==> src/rtl/sdram_write_ctrl.sv <==
// ---------------------------------------------------------------------------
// sdram_write_ctrl
//   SDRAM write-path engine sharing the command bus with the read engine.
//   A write_trig pulse in S_IDLE starts one job of BURST_TIMES 4-word bursts.
//   The engine requests the bus, ACTIVEs the current row, then issues
//   back-to-back BL=4 WRITEs fed from a show-ahead FIFO. It precharges at
//   row end, on a pending refresh or at job end. Addresses advance linearly
//   col -> row -> bank and persist across jobs.
//
// Optional feature (macro WR_PINGPONG_EN):
//   defined   : bank toggles 0 <-> 1 only, and write_bank_addr exports the
//               current bank so the reader can use the other one.
//   undefined : bank advances (bank+1) mod 4 and write_bank_addr is absent.
//
// Ports
//   sysclk_100M      in   system clock, single domain
//   rst_n            in   synchronous active-low reset
//   write_trig       in   start one job (sampled only in S_IDLE)
//   wr_data          in   FIFO head word (show-ahead)
//   wr_data_req      out  FIFO pop, high for every S_WRITE cycle
//   refresh_req      in   refresh pending: yield at the next burst boundary
//   arbit_write_req  out  bus request to the arbiter
//   arbit_write_ack  in   bus grant
//   arbit_write_end  out  job complete / engine idle
//   arbit_prech_end  out  1-cycle pulse after a precharge completes
//   cmd_reg          out  {CS,RAS,CAS,WE}
//   sdram_addr       out  row / column / A10 address
//   sdram_bank_addr  out  bank address
//   sdram_dq_out     out  write data, aligned with cmd_reg
//   sdram_dq_oe      out  DQ output enable
//   write_bank_addr  out  current bank (WR_PINGPONG_EN only)
// ---------------------------------------------------------------------------
module sdram_write_ctrl #(
  parameter int BURST_TIMES  = 64,
  parameter int ROW_ADDR_END = 8192,
  parameter int COL_ADDR_END = 512,
  parameter int DATA_W       = 16
) (
  input  logic              sysclk_100M,
  input  logic              rst_n,
  input  logic              write_trig,
  input  logic [DATA_W-1:0] wr_data,
  output logic              wr_data_req,
  input  logic              refresh_req,
  output logic              arbit_write_req,
  input  logic              arbit_write_ack,
  output logic              arbit_write_end,
  output logic              arbit_prech_end,
  output logic [3:0]        cmd_reg,
  output logic [12:0]       sdram_addr,
  output logic [1:0]        sdram_bank_addr,
  output logic [DATA_W-1:0] sdram_dq_out,
  output logic              sdram_dq_oe
`ifdef WR_PINGPONG_EN
  ,
  output logic [1:0]        write_bank_addr
`endif
);

  localparam logic [3:0]  CMD_ACT   = 4'b0011;
  localparam logic [3:0]  CMD_WRITE = 4'b0100;
  localparam logic [3:0]  CMD_PRECH = 4'b0010;
  localparam logic [3:0]  CMD_NOP   = 4'b0111;
  localparam logic [12:0] ADDR_A10  = 13'h0400;
  localparam logic [8:0]  LAST_COL  = 9'(COL_ADDR_END - 4);
  localparam logic [12:0] LAST_ROW  = 13'(ROW_ADDR_END - 1);
  localparam int          BCNT_W    = $clog2(BURST_TIMES + 1);
  localparam logic [BCNT_W-1:0] LAST_BURST = BCNT_W'(BURST_TIMES - 1);

  typedef enum logic [2:0] {S_IDLE, S_REQ, S_ACT, S_WRITE, S_PRECH} state_t;

  state_t            state, state_next;
  logic [1:0]        cnt;         // step counter inside ACT / WRITE / PRECH
  logic [8:0]        col;
  logic [12:0]       row;
  logic [1:0]        bank, bank_next;
  logic [BCNT_W-1:0] burst_cnt;
  logic              burst_done;  // last burst of the job has been written
  logic              row_end;     // current slot is the last column slot of the row
  logic              slot_end;
  logic              last_burst;

`ifdef WR_PINGPONG_EN
  assign bank_next       = {1'b0, ~bank[0]};
  assign write_bank_addr = bank;
`else
  assign bank_next = (bank == 2'd3) ? 2'd0 : bank + 2'd1;
`endif

  assign wr_data_req = (state == S_WRITE);

  // NOTE: every always_comb output gets a default before the case so no path
  // leaves it unassigned; an unassigned path would infer a latch.
  always_comb begin
    state_next = state;
    slot_end   = (state == S_WRITE) && (cnt == 2'd3);
    last_burst = (burst_cnt == LAST_BURST);
    unique case (state)
      S_IDLE:  if (write_trig) state_next = S_REQ;
      S_REQ:   if (arbit_write_ack) state_next = S_ACT;
      S_ACT:   if (cnt == 2'd1) state_next = S_WRITE;
      S_WRITE: if (slot_end && (last_burst || refresh_req || row_end)) state_next = S_PRECH;
      S_PRECH: if (cnt == 2'd3) begin
        // Job end wins over refresh: the arbiter regains the bus either way.
        if (burst_done)       state_next = S_IDLE;
        else if (refresh_req) state_next = S_REQ;
        else                  state_next = S_ACT;
      end
      default: state_next = S_IDLE;
    endcase
  end

  // NOTE: all state below uses non-blocking assignments so every register
  // samples pre-edge values regardless of statement order.
  always_ff @(posedge sysclk_100M) begin
    if (!rst_n) begin
      state           <= S_IDLE;
      cnt             <= '0;
      col             <= '0;
      row             <= '0;
      bank            <= '0;
      burst_cnt       <= '0;
      burst_done      <= 1'b0;
      row_end         <= 1'b0;
      arbit_write_req <= 1'b0;
      arbit_write_end <= 1'b1;
      arbit_prech_end <= 1'b0;
      cmd_reg         <= CMD_NOP;
      sdram_addr      <= ADDR_A10;
      sdram_bank_addr <= '0;
      sdram_dq_out    <= '0;
      sdram_dq_oe     <= 1'b0;
    end else begin
      state <= state_next;
      // Restart at 0 on every state change; inside S_WRITE the 2-bit wrap
      // 3 -> 0 is the back-to-back slot loop.
      if (state_next != state || state == S_IDLE || state == S_REQ) cnt <= '0;
      else                                                          cnt <= cnt + 2'd1;

      // Request drops on the grant edge so it never lingers into S_ACT.
      arbit_write_req <= (state == S_REQ) && (state_next == S_REQ);
      arbit_prech_end <= (state == S_PRECH) && (cnt == 2'd3);

      if (state != S_ACT && state_next == S_ACT) arbit_write_end <= 1'b0;

      if (state == S_WRITE && cnt == 2'd0 && col == LAST_COL) row_end <= 1'b1;
      else if (state == S_ACT)                                 row_end <= 1'b0;

      if (state == S_PRECH && cnt == 2'd3) burst_done <= 1'b0;

      if (slot_end) begin
        if (last_burst) begin
          burst_cnt       <= '0;
          burst_done      <= 1'b1;
          arbit_write_end <= 1'b1;
        end else begin
          burst_cnt <= burst_cnt + 1'b1;
        end
        if (row_end) begin
          col <= '0;
          if (row == LAST_ROW) begin
            row  <= '0;
            bank <= bank_next;
          end else begin
            row <= row + 13'd1;
          end
        end else begin
          col <= col + 9'd4;
        end
      end

      // Command/address/data are registered from the current state/counters.
      cmd_reg         <= CMD_NOP;
      sdram_addr      <= ADDR_A10;
      sdram_bank_addr <= bank;
      sdram_dq_oe     <= 1'b0;
      unique case (state)
        S_ACT: if (cnt == 2'd0) begin
          cmd_reg    <= CMD_ACT;
          sdram_addr <= row;
        end
        S_WRITE: begin
          if (cnt == 2'd0) begin
            cmd_reg    <= CMD_WRITE;
            sdram_addr <= {4'b0, col};
          end
          sdram_dq_out <= wr_data;
          sdram_dq_oe  <= 1'b1;
        end
        S_PRECH: if (cnt == 2'd2) cmd_reg <= CMD_PRECH;  // A10=1: all banks
        default: ;
      endcase
    end
  end

endmodule

==> config.mk <==
export PLATFORM = sky130hd
export DESIGN_NAME = sdram_write_ctrl
export DESIGN_NICKNAME = d
export VERILOG_FILES = /design/src/rtl/sdram_write_ctrl.sv
export SDC_FILE = /design/constraint.sdc
export NUM_CORES = 1
export LEC_CHECK = 0
export BUFFER_PORTS_ARGS = -buffer_cell sky130_fd_sc_hd__buf_2
export CORE_MARGIN = 2
export CORE_UTILIZATION = 35
export DETAILED_ROUTE_END_ITERATION = 10
export PLACE_DENSITY_LB_ADDON = 0.1
export SLEW_MARGIN = 15
export SYNTH_ARGS = -nofsm -noshare
export SYNTH_HDL_FRONTEND = slang
export SYNTH_SLANG_ARGS = --single-unit
==> constraint.sdc <==
create_clock -name sysclk_100M -period 2.1 [get_ports sysclk_100M]
set_input_delay 0.315 -clock sysclk_100M [delete_from_list [all_inputs] [get_ports sysclk_100M]]
set_output_delay 0.315 -clock sysclk_100M [all_outputs]
set_load 0.1 [all_outputs]
==> metrics.txt, run 1 <==
CP Launch Type=register; drt drc=0; Ant. Diodes=0; Crit. Startpoint=row[3]$_SDFFE_PN0P_; Tmin final=1.911 ns; measured slew at the worst slew-check pin=0.5191 ns; width of the die=96.40 µm; Worst Path Max Fanout=9; # fillers=843; max incr delay on CP=0.62 ns; gpl congestion=0.8541; Worst Skew=0.01026 ns; root buffer cell=clkbuf_8; row cnt=33; clock transition at the registers of the reported paths=0.08 ns; Min-Delay Path Class=input pin to register; leakage=0.001487 µW; post-DP HPWL=4597 µm; Worst Setup EP=row[5]$_SDFFE_PN0P_; Fin. Hold Viols=0; Crit path required time=2.31 ns; DRT Wirelength=6587 µm; RSZ-0062 raised after global routing=false; CTS tree=done; asr flop ratio synth=0%; Regs by FF count=sdram_dq_out x16, row x13, sdram_addr x13; Area growth, synth to finish=23.87%; die extent in y=96.40 µm; final worst path period share=91.02%; Yosys top cell by area=dfxtp_1; CTS buffer count=9; first-pass GRT wire length=10720 µm; Port Buffer Count=59; top cell type's share of synthesized area=49.58%; sequential area share after synthesis=49.58%; Slew Limit Headroom=65.36%; fmax=523.2 MHz; number of synthesized register bits=74; Worst path depth=4; largest net degree at the start of global routing=24; worst flop-to-flop path endpoint=row[5]$_SDFFE_PN0P_; worst slack at placement=0.2004 ns; Congestion Overflow GR=0; vias in the first global route=2259; reg2reg start=row[3]$_SDFFE_PN0P_; Final Setup Violations=0; yosys warns=0; max cap viols=0; final net count=436; # hold bufs at CTS=0; Pwr Density=819.3 mW/mm²; Clock Tree Buf Depth=2; htree depth=3; Setup crit end kind=register; WP buf/inv=0; largest reg by FF count=sdram_dq_out; synthesized area per cell=8.788 µm²; max FFs per register=16; Post-synth top cells=dfxtp_1 (74), nand2_1 (54), nor2_1 (32); initial antenna violation count=0; r2r setup slk=0.19 ns; Distinct cells, synth=45; Starting Density=36.18%; 1st-iter DRT viols=78; Routed wire per std cell=12.77 µm; Core Footprint=0.008258 mm²; class of the most critical setup path=register to register; Die Area=0.009292 mm²; gr usage total=15.07%; Setup WS post-layout=0.1886 ns; number of enable flip-flop cells after synthesis=0; vias per cell=4.882; cell family with most CP delay=simple AND/OR/NAND/NOR gates; worst-path cell chain=nand4_2 > or4_1 > o21ai_2 > nor2_1; slowest stage cell, crit path=or4_1; cell area after synthesis=0.002988 mm²; prevailing post-synth register cell=dfxtp_1; Post-CTS Setup Bufs=0; total number of vias=2519; num ports=61; clock latency at the later pin of the worst-skew pair=0.34 ns; Sink Count=74; DR pass1 iterations=4; TNS Setup=0 ns; outcome=finished, final reports clean; DRT antenna net count=0; top cells by area, synth=dfxtp_1 (50%), nand2_1 (6.8%), a21oi_1 (4.2%); Worst VDD drop=486.4 µV; most frequent cell after synthesis=dfxtp_1; Arrival @ worst endpoint=2.13 ns; max-slew violation count=0; ratio of cells with drive above 1 in the final layout=21.65%; Gate Count Post-Synth=340; cell depth of the worst flop-to-flop path=4; syn_nets=370; post-CTS sizing=0
[power by group]
group	switching [µW]	internal, µW
Clock	519	826
Combinational	188	68.2
Sequential	10.5	1420
Total	717	2320
[routing by layer]
metal  vias to the layer above  routed length, µm  track usage, %  share of wire, %
met5                         -                  0               0                 0
met4                         0                128           7.160               1.9
met3                        13                288           3.413               4.4
met2                        67               2860           23.09                43
met1                      1145               3309           20.07                50
li1                       1294                  -               -                 -
[per-stage QoR]
| stage | std cells | area, µm² | utilization (%) | power (µW) | hold WS, ns |
|---|---|---|---|---|---|
| global route | 516 | 3701 | 44.82 | 3168 | 0.1501 |
| detailed placement | 500 | 3457 | 41.86 | 1723 | 0.4445 |
| floorplan | 340 | 2988 | - | 1653 | 0.3943 |
| CTS | 516 | 3701 | 44.82 | 3073 | 0.1536 |
| finish | 516 | 3701 | 44.82 | 3032 | 0.1668 |
| global placement | 500 | 3457 | 41.86 | 1723 | 0.4391 |
[layout make-up]
| type | count | area, µm² | share of cell area (%) |
|---|---|---|---|
| timing repair buffer | 73 | 415.4 | 11.22 |
| clock inverter | 4 | 98.84 | 2.671 |
| inverter | 10 | 37.54 | 1.014 |
| multi-input combinational | 238 | 1391 | 37.59 |
| tap | 105 | 131.4 | 3.550 |
| sequential | 74 | 1481 | 40.03 |
| clock buffer | 12 | 145.1 | 3.922 |
[layout by cell type (no fill, tap or decap), types with 2 or more instances in the layout]
master,netlist,final
nand3_1,12,12
buf_4,1,14
o21ai_0,9,9
a31oi_1,2,2
and2_1,6,6
or3_1,3,3
bufinv_16,0,3
a21o_1,2,2
dfxtp_1,74,74
nor4_1,4,4
clkbuf_8,0,10
and3_1,2,2
nor3_1,10,10
buf_2,5,58
nand4_1,11,11
xor2_1,9,9
inv_1,9,9
nand2_1,54,54
clkbuf_1,11,2
nor3b_1,2,2
nor2b_1,2,2
nor4b_1,2,2
ha_1,9,9
a21oi_1,25,25
mux2i_1,8,8
o31ai_1,3,3
a211oi_1,3,3
or4_1,3,3
xnor2_1,10,10
nor2_1,32,32
[cells by family (layout without fill, tap and decap cells)]
| kind of cell | after synthesis | after routing | synth area share, % |
|---|---|---|---|
| xor+xnor | 19 | 19 | 5.570 |
| fa+ha+maj | 9 | 9 | 3.769 |
| buf+inv | 28 | 99 | 3.852 |
| flops | 74 | 74 | 49.58 |
| mux | 8 | 8 | 2.680 |
| other cells | 1 | 1 | 0.1255 |
| simple gates | 148 | 148 | 23.79 |
| compound gates | 53 | 53 | 10.64 |
[worst min path at each step]
stage / from / end / cells after the start
2_1_floorplan: arbit_write_ack / arbit_write_req$_SDFF_PN0_ / 1
3_3_place_gp: sdram_dq_out[7]$_SDFFE_PN0P_ / sdram_dq_out[7]$_SDFFE_PN0P_ / 2
3_5_place_dp: sdram_dq_out[2]$_SDFFE_PN0P_ / sdram_dq_out[2]$_SDFFE_PN0P_ / 2
4_1_cts: arbit_write_ack / arbit_write_req$_SDFF_PN0_ / 2
5_1_grt: arbit_write_ack / arbit_write_req$_SDFF_PN0_ / 2
6_report: arbit_write_ack / arbit_write_req$_SDFF_PN0_ / 2
Power figures use the tool's default switching activity.
==> inputs of run 2 (changes only) <==
--- a/config.mk
+++ b/config.mk
@@ -6,8 +6,10 @@
 export NUM_CORES = 1
 export LEC_CHECK = 0
 export BUFFER_PORTS_ARGS = -buffer_cell sky130_fd_sc_hd__buf_2
+export CORE_ASPECT_RATIO = 1.1
 export CORE_MARGIN = 2
 export CORE_UTILIZATION = 35
+export CTS_CLUSTER_SIZE = 28
 export DETAILED_ROUTE_END_ITERATION = 10
 export PLACE_DENSITY_LB_ADDON = 0.1
 export SLEW_MARGIN = 15
==> metrics.txt, run 2 (same netlist as run 1, synthesis figures left out) <==
outcome=finished, final reports clean; DR pass1 iterations=4; Crit. Startpoint=cnt[0]$_SDFF_PP0_; max FFs per register=16; fmax=517.4 MHz; measured slew at the worst slew-check pin=0.5642 ns; min-delay src=arbit_write_ack; TNS Setup=0 ns; Port Buffer Count=59; post-DP HPWL=4778 µm; largest reg by FF count=sdram_dq_out; Pwr Density=761.8 mW/mm²; Area growth, synth to finish=21.73%; cell depth of the worst flop-to-flop path=5; htree depth=3; ratio of cells with drive above 1 in the final layout=21.32%; Congestion Overflow GR=0; CTS tree=done; Setup crit end kind=register; initial antenna violation count=0; CP Launch Type=register; 1st-iter DRT viols=116; leakage=0.001449 µW; Core Footprint=0.008320 mm²; commonest non-fill, non-tap cell in the layout=dfxtp_1; gpl congestion=0.7789; row cnt=35; Arrival @ worst endpoint=2.20 ns; Post-Layout Cell Count=519; total number of vias=2501; drt drc=0; Layout Utilization=43.71%; # fillers=852; num ports=61; Slew Limit Headroom=61.89%; r2r setup slk=0.17 ns; CTS buffer count=9; Worst Setup EP=row[12]$_SDFFE_PN0P_; first-pass GRT wire length=11370 µm; Routed wire per std cell=12.85 µm; most frequent cells in the layout=dfxtp_1 (74), buf_2 (58), nand2_1 (54), nor2_1 (32), a21oi_1 (25); Starting Density=35.91%; clock latency at the later pin of the worst-skew pair=0.34 ns; Regs by FF count=sdram_dq_out x16, row x13, sdram_addr x13; max cap viols=0; die extent in y=100.9 µm; max-slew violation count=0; RSZ-0062 raised after global routing=false; Final Setup Violations=0; class of the most critical setup path=register to register; clock transition at the registers of the reported paths=0.07 ns; Clock Tree Buf Depth=2; worst flop-to-flop path endpoint=row[12]$_SDFFE_PN0P_; Crit path required time=2.37 ns; final net count=434; Fin. Hold Viols=0; Die Area=0.009293 mm²; width of the die=92.10 µm; Ant. Diodes=0; Tmin final=1.933 ns; Placed Cells=504; DRT Wirelength=6667 µm; vias in the first global route=2398; # hold bufs at CTS=0; Worst VDD drop=367.2 µV; reg2reg start=cnt[0]$_SDFF_PP0_; largest net degree at the start of global routing=24; Min-Delay Path Class=input pin to register; Sink Count=74; gr usage total=15.40%; final worst path period share=92.03%; Worst Skew=0.01034 ns; vias per cell=4.819; Worst Path Max Fanout=6; Hold Slack=0.1729 ns; root buffer cell=clkbuf_8; DRT antenna net count=0
run 2: per-stage QoR:
| stage | instance area [µm²] | power (µW) | worst slack (ns) |
|---|---|---|---|
| after floorplan | 2988 | 1653 | 0.2216 |
| after global placement | 3450 | 1724 | 0.1840 |
| after detailed placement | 3450 | 1723 | 0.1407 |
| after CTS | 3635 | 2801 | 0.1134 |
| after global routing | 3637 | 2892 | 0.04227 |
| final | 3637 | 2771 | 0.1673 |
run 2: how the worst min path moves through the flow:
stage	cells past startpoint	end	slack, ns
finish	2	arbit_write_req$_SDFF_PN0_	0.17
global route	2	arbit_write_req$_SDFF_PN0_	0.16
CTS	2	arbit_write_req$_SDFF_PN0_	0.16
detailed placement	2	sdram_dq_out[2]$_SDFFE_PN0P_	0.45
global placement	2	sdram_dq_out[12]$_SDFFE_PN0P_	0.44
floorplan	1	arbit_write_req$_SDFF_PN0_	0.39
run 2: repair_timing:
action,4_1_cts,5_1_grt
setup endpoints to repair,0,1
hold endpoints to repair,0,0
setup buffers,0,0
gates resized for setup,0,1
run 2: critical path, stage by stage, from the launching register on:
cell	delay (ns)
dfxtp_1	0.39
ha_2	0.25
nand4b_1	0.14
or4_1	0.60
or3_1	0.34
a21oi_1	0.14
run 2: power breakdown:
| group | total (µW) | switching (µW) | internal, µW | leakage, µW |
|---|---|---|---|---|
| Sequential | 1430 | 12.8 | 1420 | 0.000597 |
| Combinational | 254 | 186 | 68.1 | 0.000755 |
| Clock | 1080 | 510 | 573 | 0.0000962 |
| Total | 2770 | 709 | 2060 | 0.00145 |
run 2: layer usage:
layer | track usage [%] | vias to the layer above | routed length, µm
met3 | 4.637 | 6 | 304
met1 | 20.09 | 1153 | 3247
met2 | 24.26 | 54 | 3041
li1 | - | 1288 | -
met5 | 0 | - | 0
met4 | 5.511 | 0 | 74
run 2: layout make-up:
class / count / area, µm² / area share [%]
Clock buffer: 12 / 145.1 / 3.990
Clock inverter: 3 / 40.04 / 1.101
Inverter: 10 / 37.54 / 1.032
Multi-Input combinational cell: 238 / 1394 / 38.32
Sequential cell: 74 / 1481 / 40.73
Tap cell: 111 / 138.9 / 3.818
Timing Repair Buffer: 71 / 400.4 / 11.01
